[config.mk]
export PLATFORM = sky130hd
export DESIGN_NAME = uart_fft_tx
export DESIGN_NICKNAME = d
export VERILOG_FILES = /design/src/rtl/uart_fft_tx.sv
export SDC_FILE = /design/constraint.sdc
export NUM_CORES = 1
export LEC_CHECK = 0
export ABC_AREA = 1
export BUFFER_PORTS_ARGS = -buffer_cell sky130_fd_sc_hd__buf_2
export CAP_MARGIN = 20
export CORE_MARGIN = 5
export CORE_UTILIZATION = 55
export CTS_BUF_LIST = sky130_fd_sc_hd__clkbuf_4 sky130_fd_sc_hd__clkbuf_8
export DETAILED_ROUTE_END_ITERATION = 16
export HOLD_SLACK_MARGIN = 0.1
export PLACE_DENSITY = 0.81
export SYNTH_ARGS = -nofsm -noshare
export SYNTH_HDL_FRONTEND = slang
export SYNTH_SLANG_ARGS = --single-unit
[constraint.sdc]
create_clock -name clk_100 -period 2.65 [get_ports clk_100]
set_clock_uncertainty 0.05 [all_clocks]
set_input_delay 0.6625 -clock clk_100 [delete_from_list [all_inputs] [get_ports clk_100]]
set_output_delay 0.6625 -clock clk_100 [all_outputs]
set_load 0.005 [all_outputs]
[src/rtl/uart_fft_tx.sv]
// Streams FFT_SIZE 16-bit result words from RAM as back-to-back UART frames,
// low byte first, prefetching word k+1 while the high byte of word k is sent.
module uart_fft_tx #(
  parameter int FFT_SIZE     = 1024,
  parameter int ADDR_W       = $clog2(FFT_SIZE),
  parameter int CLKS_PER_BIT = 1,
  parameter int STOP_BITS    = 1
) (
  input  logic              clk_100,
  input  logic              sb0,
  input  logic              start,
  output logic              mem_rd,
  output logic [ADDR_W-1:0] mem_addr,
  input  logic [15:0]       mem_data,
  output logic              uart_out,
  output logic              busy,
  output logic              done
);

  localparam int STOP_CLKS = STOP_BITS * CLKS_PER_BIT;
  localparam int TICK_W    = (STOP_CLKS > 1) ? $clog2(STOP_CLKS) : 1;

  localparam logic [TICK_W-1:0] BIT_LAST  = TICK_W'(CLKS_PER_BIT - 1);
  localparam logic [TICK_W-1:0] STOP_LAST = TICK_W'(STOP_CLKS - 1);
  localparam logic [ADDR_W-1:0] WORD_LAST = ADDR_W'(FFT_SIZE - 1);

  typedef enum logic [2:0] {
    S_IDLE  = 3'd0,
    S_LOAD  = 3'd1,
    S_START = 3'd2,
    S_DATA  = 3'd3,
    S_STOP  = 3'd4,
    S_DONE  = 3'd5
  } state_t;

  state_t              r_state;
  state_t              w_state;
  logic [TICK_W-1:0]   r_tick;
  logic [TICK_W-1:0]   w_tick;
  logic [2:0]          r_bit;
  logic [2:0]          w_bit;
  logic                r_hi;
  logic                w_hi;
  logic [ADDR_W-1:0]   r_word;
  logic [ADDR_W-1:0]   w_word;
  logic [15:0]         r_buf;
  logic [15:0]         w_buf;
  logic [15:0]         r_pref;
  logic                r_pref_cap;
  logic [ADDR_W-1:0]   r_addr;
  logic                r_uart;
  logic                r_busy;
  logic                r_done;

  logic                w_rd;
  logic                w_pref;
  logic [ADDR_W-1:0]   w_addr;
  logic                w_uart;
  logic                w_busy;
  logic                w_done;
  logic                w_last;
  logic [7:0]          w_byte;

  assign w_last = (r_word == WORD_LAST);
  assign w_byte = r_hi ? r_buf[15:8] : r_buf[7:0];

  assign mem_rd   = w_rd;
  assign mem_addr = w_addr;
  assign uart_out = r_uart;
  assign busy     = r_busy;
  assign done     = r_done;

  always_ff @(posedge clk_100 or negedge sb0) begin
    if (!sb0) begin
      r_state <= S_IDLE;
    end else begin
      r_state <= w_state;
    end
  end

  // Next-state logic; the line, busy and done values computed here are
  // registered, so the serial line trails the state by exactly one cycle.
  always_comb begin
    w_state = r_state;
    w_tick  = r_tick;
    w_bit   = r_bit;
    w_hi    = r_hi;
    w_word  = r_word;
    w_buf   = r_buf;
    w_rd    = 1'b0;
    w_pref  = 1'b0;
    w_addr  = r_addr;
    w_uart  = 1'b1;
    w_busy  = 1'b1;
    w_done  = 1'b0;
    case (r_state)
      S_IDLE: begin
        w_busy = 1'b0;
        // A start coinciding with the done pulse is deliberately ignored.
        if (start && !r_done) begin
          w_rd    = 1'b1;
          w_addr  = {ADDR_W{1'b0}};
          w_busy  = 1'b1;
          w_word  = {ADDR_W{1'b0}};
          w_state = S_LOAD;
        end else begin
          w_state = S_IDLE;
        end
      end
      S_LOAD: begin
        w_buf   = mem_data;
        w_hi    = 1'b0;
        w_tick  = {TICK_W{1'b0}};
        w_bit   = 3'd0;
        w_state = S_START;
      end
      S_START: begin
        w_uart = 1'b0;
        if (r_hi && (r_tick == {TICK_W{1'b0}}) && !w_last) begin
          w_rd   = 1'b1;
          w_pref = 1'b1;
          w_addr = r_word + ADDR_W'(1);
        end else begin
          w_rd   = 1'b0;
        end
        if (r_tick == BIT_LAST) begin
          w_tick  = {TICK_W{1'b0}};
          w_bit   = 3'd0;
          w_state = S_DATA;
        end else begin
          w_tick  = r_tick + TICK_W'(1);
        end
      end
      S_DATA: begin
        w_uart = w_byte[r_bit];
        if (r_tick == BIT_LAST) begin
          w_tick = {TICK_W{1'b0}};
          if (r_bit == 3'd7) begin
            w_state = S_STOP;
          end else begin
            w_bit   = r_bit + 3'd1;
          end
        end else begin
          w_tick = r_tick + TICK_W'(1);
        end
      end
      S_STOP: begin
        w_uart = 1'b1;
        if (r_tick == STOP_LAST) begin
          w_tick = {TICK_W{1'b0}};
          if (!r_hi) begin
            w_hi    = 1'b1;
            w_state = S_START;
          end else if (!w_last) begin
            w_buf   = r_pref;
            w_word  = r_word + ADDR_W'(1);
            w_hi    = 1'b0;
            w_state = S_START;
          end else begin
            w_state = S_DONE;
          end
        end else begin
          w_tick = r_tick + TICK_W'(1);
        end
      end
      S_DONE: begin
        w_busy  = 1'b0;
        w_done  = 1'b1;
        w_state = S_IDLE;
      end
      default: begin
        w_busy  = 1'b0;
        w_state = S_IDLE;
      end
    endcase
  end

  always_ff @(posedge clk_100 or negedge sb0) begin
    if (!sb0) begin
      r_tick     <= {TICK_W{1'b0}};
      r_bit      <= 3'd0;
      r_hi       <= 1'b0;
      r_word     <= {ADDR_W{1'b0}};
      r_buf      <= 16'h0000;
      r_addr     <= {ADDR_W{1'b0}};
      r_pref_cap <= 1'b0;
    end else begin
      r_tick     <= w_tick;
      r_bit      <= w_bit;
      r_hi       <= w_hi;
      r_word     <= w_word;
      r_buf      <= w_buf;
      r_addr     <= w_addr;
      r_pref_cap <= w_pref;
    end
  end

  // Read data arrives one cycle after the prefetch strobe.
  always_ff @(posedge clk_100 or negedge sb0) begin
    if (!sb0) begin
      r_pref <= 16'h0000;
    end else if (r_pref_cap) begin
      r_pref <= mem_data;
    end else begin
      r_pref <= r_pref;
    end
  end

  always_ff @(posedge clk_100 or negedge sb0) begin
    if (!sb0) begin
      r_uart <= 1'b1;
      r_busy <= 1'b0;
      r_done <= 1'b0;
    end else begin
      r_uart <= w_uart;
      r_busy <= w_busy;
      r_done <= w_done;
    end
  end

endmodule

======== Word level (Yosys, flattened, before mapping) ========
Index checks and enable logic that the tools add are counted.
cells by class
  div/mod/pow operators ................... 0
  add/subtract/negate cells ............... 3
  multiply operators ...................... 0
  equal/unequal tests ..................... 15
  muxes and demuxes ....................... 40
  reductions and logical operators ........ 17
  bitwise gates (word level) .............. 1
  shift operators ......................... 0
  $lt $le $gt $ge ......................... 1
operators with widths
  cell                                                        count
  2-to-1 mux 10 bit                                           6
  2-to-1 mux 16 bit                                           3
  case mux 10 bit (2 select lines)                            2
  case mux 16 bit (2 select lines)                            1
  2-to-1 mux 3 bit                                            9
  inequality test 2 bit, second input constant                8
  case mux 3 bit (5 select lines)                             1
  AND reduction 4 bit                                         3
  adder 10 x 1 -> 10 bit, second input constant               1
  equality test 10 bit, second input constant                 1
  2-to-1 mux 1 bit                                            10
  case mux 1 bit (2 select lines)                             5
  equality test 3 bit, second input constant                  3
  case mux 3 bit (3 select lines)                             1
  2-to-1 mux 8 bit                                            1
  equality test 3 x 2 -> 1 bit, second input constant         2
  nonzero test 2 bit                                          3
  AND reduction 5 bit                                         1
  less-than comparator 3 x 4 -> 1 bit, second input constant  1
  OR reduction 4 bit                                          1
  adder 3 x 1 -> 3 bit, second input constant                 1
  binary-select mux 1 bit (select 3 bit)                      1
  equality test 3 x 1 -> 1 bit, second input constant         1
  logical AND 1 bit                                           3
  other kinds (7)                                             8
storage, ports and cells
  memory bits (read-only) ................. 0
  bits in latches ......................... 0
  word-level logic and storage cells ...... 89
  memories ................................ 0
  register bits ........................... 64
  RAM bits ................................ 0
  bits of input ports ..................... 19

======== Logic depth before layout (Yosys ltp) ========
  depth after elaboration ................. 5
  depth in mapped cells ................... 11
  gate-level depth less buffers ........... 9

======== Worst setup path after synthesis ========
Ideal clock, no wire load.
  kind .................................... reg-to-output
  from .................................... reg r_word[0]
  to ...................................... out mem_addr[0]
  arrival time ............................ 1.406 ns
  required time ........................... 1.938 ns
  cell stages (with the launch flop) ...... 9
  path slack .............................. 0.532 ns
  path buffers ............................ 0
  cell sequence ........................... dfrtp_1 > ha_1 > nand2_2 > nor2_4 > nand3_4 > nand2_4 > nor2_1 > nand2_1 > a21oi_1
on the way
  longest elaborated chain between the ends .. 5
ends and longest elaborated chain
  item                                                                            RTL line  text
  start: declaration                                                              44        logic [ADDR_W-1:0] r_word;
  start signal: assignment                                                        183       r_word <= {ADDR_W{1'b0}};
  start signal: assignment                                                        191       r_word <= w_word;
  parallel branches: the longest is 3 deep, another holds adder 10 x 1 -> 10 bit  --
  2-to-1 mux 10 bit (*)                                                           119       if (r_hi && (r_tick == {TICK_W{1'b0}}) && !w_last) begin
  case mux 10 bit (2 select lines) (*)                                            96        case (r_state)
  end: declaration                                                                13        output logic [ADDR_W-1:0] mem_addr,
Every way passes the cells marked *.

======== Worst setup path after layout ========
  from .................................... reg r_word[1]
  to ...................................... out mem_addr[3]
Same word-level chain as after synthesis.

==> flow_metrics.env <==
export IMPL_synth_xor_area_share_pct=1.64
export IMPL_p_comb_share_pct=40.0
export IMPL_end_kind="output pin"
export IMPL_synthArstFlopShare_pct=100
export IMPL_avgSynthCellArea_um2=8.29
export IMPL_seqCellArea_mm2=0.00158
export IMPL_overflow=0
export IMPL_antenna_found_initial=0
export IMPL_multi_input_area_mm2=0.00137
export IMPL_root_buffer="clkbuf_8"
export IMPL_reg2reg_depth=11
export IMPL_path_max_fanout=8
export IMPL_slew_violations=0
export IMPL_vias=2588
export IMPL_fin_crit_sh_pct=98.7
export IMPL_netlist_area_leader_share_pct=48.4
export IMPL_portBuffers=32
export IMPL_synth_ff_type="dfrtp_1"
export IMPL_drive_gt1_share_pct=26.2
export IMPL_die_y_um=86.4
export IMPL_final_nets=454
export IMPL_reg2reg_from="r_word[1]$_DFFE_PN0P_"
export IMPL_synth_area_leaders="dfrtp_1 48%, nand2_1 12%, o21ai_0 8.3%"
export IMPL_holdWs_ns=0.198
export IMPL_cts_max_level=3
export IMPL_power_density_mw_per_mm2=1040
export IMPL_die_area_mm2=0.00746
export IMPL_diodes=0
export IMPL_rsz0062_at_grt="true"
export IMPL_synth_top_family_by_area="simple AND/OR/NAND/NOR gates"
export IMPL_placed_cells=482
export IMPL_worst_ep_arrival_time_ns=1.90
export IMPL_drc=0
export IMPL_cp_start_kind="flop"
export IMPL_pwr_share_clk_pct=18.1
export IMPL_hold_path_class="in2async"
export IMPL_hold_viol_final=0
export IMPL_synthAdderAreaFrac_pct=1.17
export IMPL_grt_max_degree=37
export IMPL_fp_row_count=27
export IMPL_synthesis_nets=409
export IMPL_grt_pass1_vias=2582
export IMPL_grt_pass1_wl_mm=11.4
export IMPL_ys_types=27
export IMPL_wire_per_inst_um=12.9
export IMPL_synth_simple_area_share_pct=23.9
export IMPL_relSlewSlack_pct=44.3
export IMPL_r2r_slack_ns=0.69
export IMPL_die_w_um=86.4
export IMPL_instances_no_fill=507
export IMPL_yosys_warnings=0
export IMPL_synth_compound_area_share_pct=14.6
export IMPL_drt_iter0_drc=159
export IMPL_setup_viol_count_final=0
export IMPL_seq_area_frac_synth_pct=49.2
export IMPL_clk_pin_slew_ns=0.07
export IMPL_ys_ff_latch=63
export IMPL_finalCriticalPeriod_ns=2.62
export IMPL_via_per_inst=5.10
export IMPL_insertion_delay_ns=0.35
export IMPL_fmax_mhz=382
export IMPL_critPathKind="reg2out"
export IMPL_finalPower_mw=3.85
export IMPL_power_leakage_nw=1.80
export IMPL_yosysTopAreaCell="dfrtp_1"
export IMPL_gp_congestion=0.939
export IMPL_synth_area_mm2=0.00321
export IMPL_p_int_mw=2.30
export IMPL_cap_violations=0
export IMPL_cts_hold_buf=0
export IMPL_synth_cells=387
export IMPL_seqPwrFrac_pct=41.8
export IMPL_status="finished clean"
export IMPL_numCtsBuffers=9
export IMPL_fill_cells=448
export IMPL_clk_path_buf_depth=2
export IMPL_synth_edf_count=0
export IMPL_drt_pass1_iterations=4
export IMPL_core_mm2=0.00557
export IMPL_synthMuxAreaShare_pct=0
export IMPL_dp_final_hpwl_mm=4.48
export IMPL_initial_core_util_pct=57.5
export IMPL_cpMaxStageDelayCell="dfrtp_1"
export IMPL_cts_tree="yes"
export IMPL_max_stage_delay_ns=0.39
export IMPL_crit_required_ns=1.94
export IMPL_final_cell_mix="103 x nand2_1, 62 x dfrtp_1, 51 x inv_1"
export IMPL_reg2reg_to="r_word[5]$_DFFE_PN0P_"
export IMPL_drtAntennaViolNets=0
export IMPL_worst_pin_slew_ns=0.836
export IMPL_switching_share_pct=40.2
export IMPL_area_growth_pct=14.9
export IMPL_layout_commonest_cell="nand2_1"
export IMPL_irDropWorstVdd_mv=0.602
export IMPL_cp_cell_sequence="ha_2, nand2_2, nor2_4, nand3_4, nand2_4, buf_8, inv_8, nand3b_1, a21oi_2, buf_2"
export IMPL_cts_sinks=63
export IMPL_p_switching_mw=1.55
export IMPL_routed_wl_mm=6.57
export IMPL_grt_total_usage_pct=19.4
export IMPL_ios=33
## final cells by class
class / instances / area share, %
multi-input cells: 257 / 37.1
inverters: 54 / 5.70
clock inverters: 4 / 0.679
repair buffers: 47 / 7.71
flip-flops and latches: 63 / 42.8
clock buffers: 10 / 3.57
well taps: 72 / 2.44
## cells by family (layout without fill, tap and decap cells)
| kind of cell | count (synthesis) | count (layout) |
|---|---|---|
| buffers and inverters | 67 | 115 |
| xor gates and xnor gates | 6 | 6 |
| and+or+nand+nor | 165 | 165 |
| AOI/OAI and AO/OA | 83 | 83 |
| DFF | 63 | 63 |
| adders and majority gates | 3 | 3 |
## power by group through the flow
| stage | Sequential (mW) | Combinational, mW | Clock [mW] |
|---|---|---|---|
| 2_1_floorplan | 1.54 | 1.20 | 0 |
| 4_1_cts | 1.60 | 1.45 | 0.706 |
| 5_1_grt | 1.66 | 1.77 | 0.758 |
| 3_3_place_gp | 1.60 | 1.36 | 0 |
| 3_5_place_dp | 1.62 | 1.40 | 0 |
| 6_report | 1.61 | 1.54 | 0.698 |
## worst max path at each step
stage,from,end,slack [ns],cells past startpoint
2_1_floorplan,r_word[0]$_DFFE_PN0P_,mem_addr[0],0.53,8
3_3_place_gp,start,mem_addr[2],0.31,7
3_5_place_dp,r_word[0]$_DFFE_PN0P_,mem_addr[1],0.26,9
4_1_cts,r_word[0]$_DFFE_PN0P_,mem_addr[4],0.01,11
5_1_grt,r_word[1]$_DFFE_PN0P_,mem_addr[5],-0.07,11
6_report,r_word[1]$_DFFE_PN0P_,mem_addr[3],0.03,10
## cell usage after synthesis (2+ instances only)
master and n:
buf_12 2, buf_2 5, nand3_1 20, buf_6 2, nand3b_1 2, clkbuf_1 4
nor2_4 2, a21oi_1 10, nand2_4 2, nand2_2 17, nand2_1 104, inv_2 3
nor2_1 11, nand4_1 2, o21ai_1 6, dfrtp_1 62, xnor2_1 2, ha_1 3
xor2_1 4, inv_1 51, nor2_2 2, o21ai_2 14, o21ai_0 53
## flip-flops by register name, indices dropped and copies added, names as in the netlist, 3 cells and up
register  cells
r_word       10
r_bit         3
r_pref       16
r_addr       10
r_state       3
r_buf        16
## critical path, delay by kind of cell, from the launching register on
| family | cells | cell delay [ns] |
|---|---|---|
| compound gates | 1 | 0.18 |
| fa+ha+maj | 1 | 0.20 |
| buf+inv | 3 | 0.37 |
| flops | 1 | 0.39 |
| simple gates | 5 | 0.42 |
## routing by layer
layer | share of wire [%] | routed length [µm] | global-route usage [%] | vias up
met4 | 1.8 | 117 | 8.64 | 0
met5 | 0 | 0 | 0 | -
met2 | 46 | 3010 | 30.0 | 79
li1 | - | - | - | 1310
met1 | 46 | 3020 | 25.0 | 1187
met3 | 6.4 | 420 | 6.18 | 12
## timing repair
item                       4_1_cts  5_1_grt
pin swaps                        1        6
buffers inserted                 4        7
setup endpoints to repair       10       10
gates resized for setup          4       19
## metrics by stage
| stage | worst slack, ns | util [%] | TNS (ns) | instance area [µm²] |
|---|---|---|---|---|
| 3_5_place_dp | 0.257 | 60.7 | 0 | 3380 |
| 2_1_floorplan | 0.532 | - | 0 | 3210 |
| 4_1_cts | 0.0124 | 64.2 | 0 | 3580 |
| 3_3_place_gp | 0.315 | 60.7 | 0 | 3380 |
| 6_report | 0.0338 | 66.1 | 0 | 3680 |
| 5_1_grt | -0.0732 | 66.1 | -0.455 | 3680 |
Note: power is estimated with default switching activity, not from simulation.
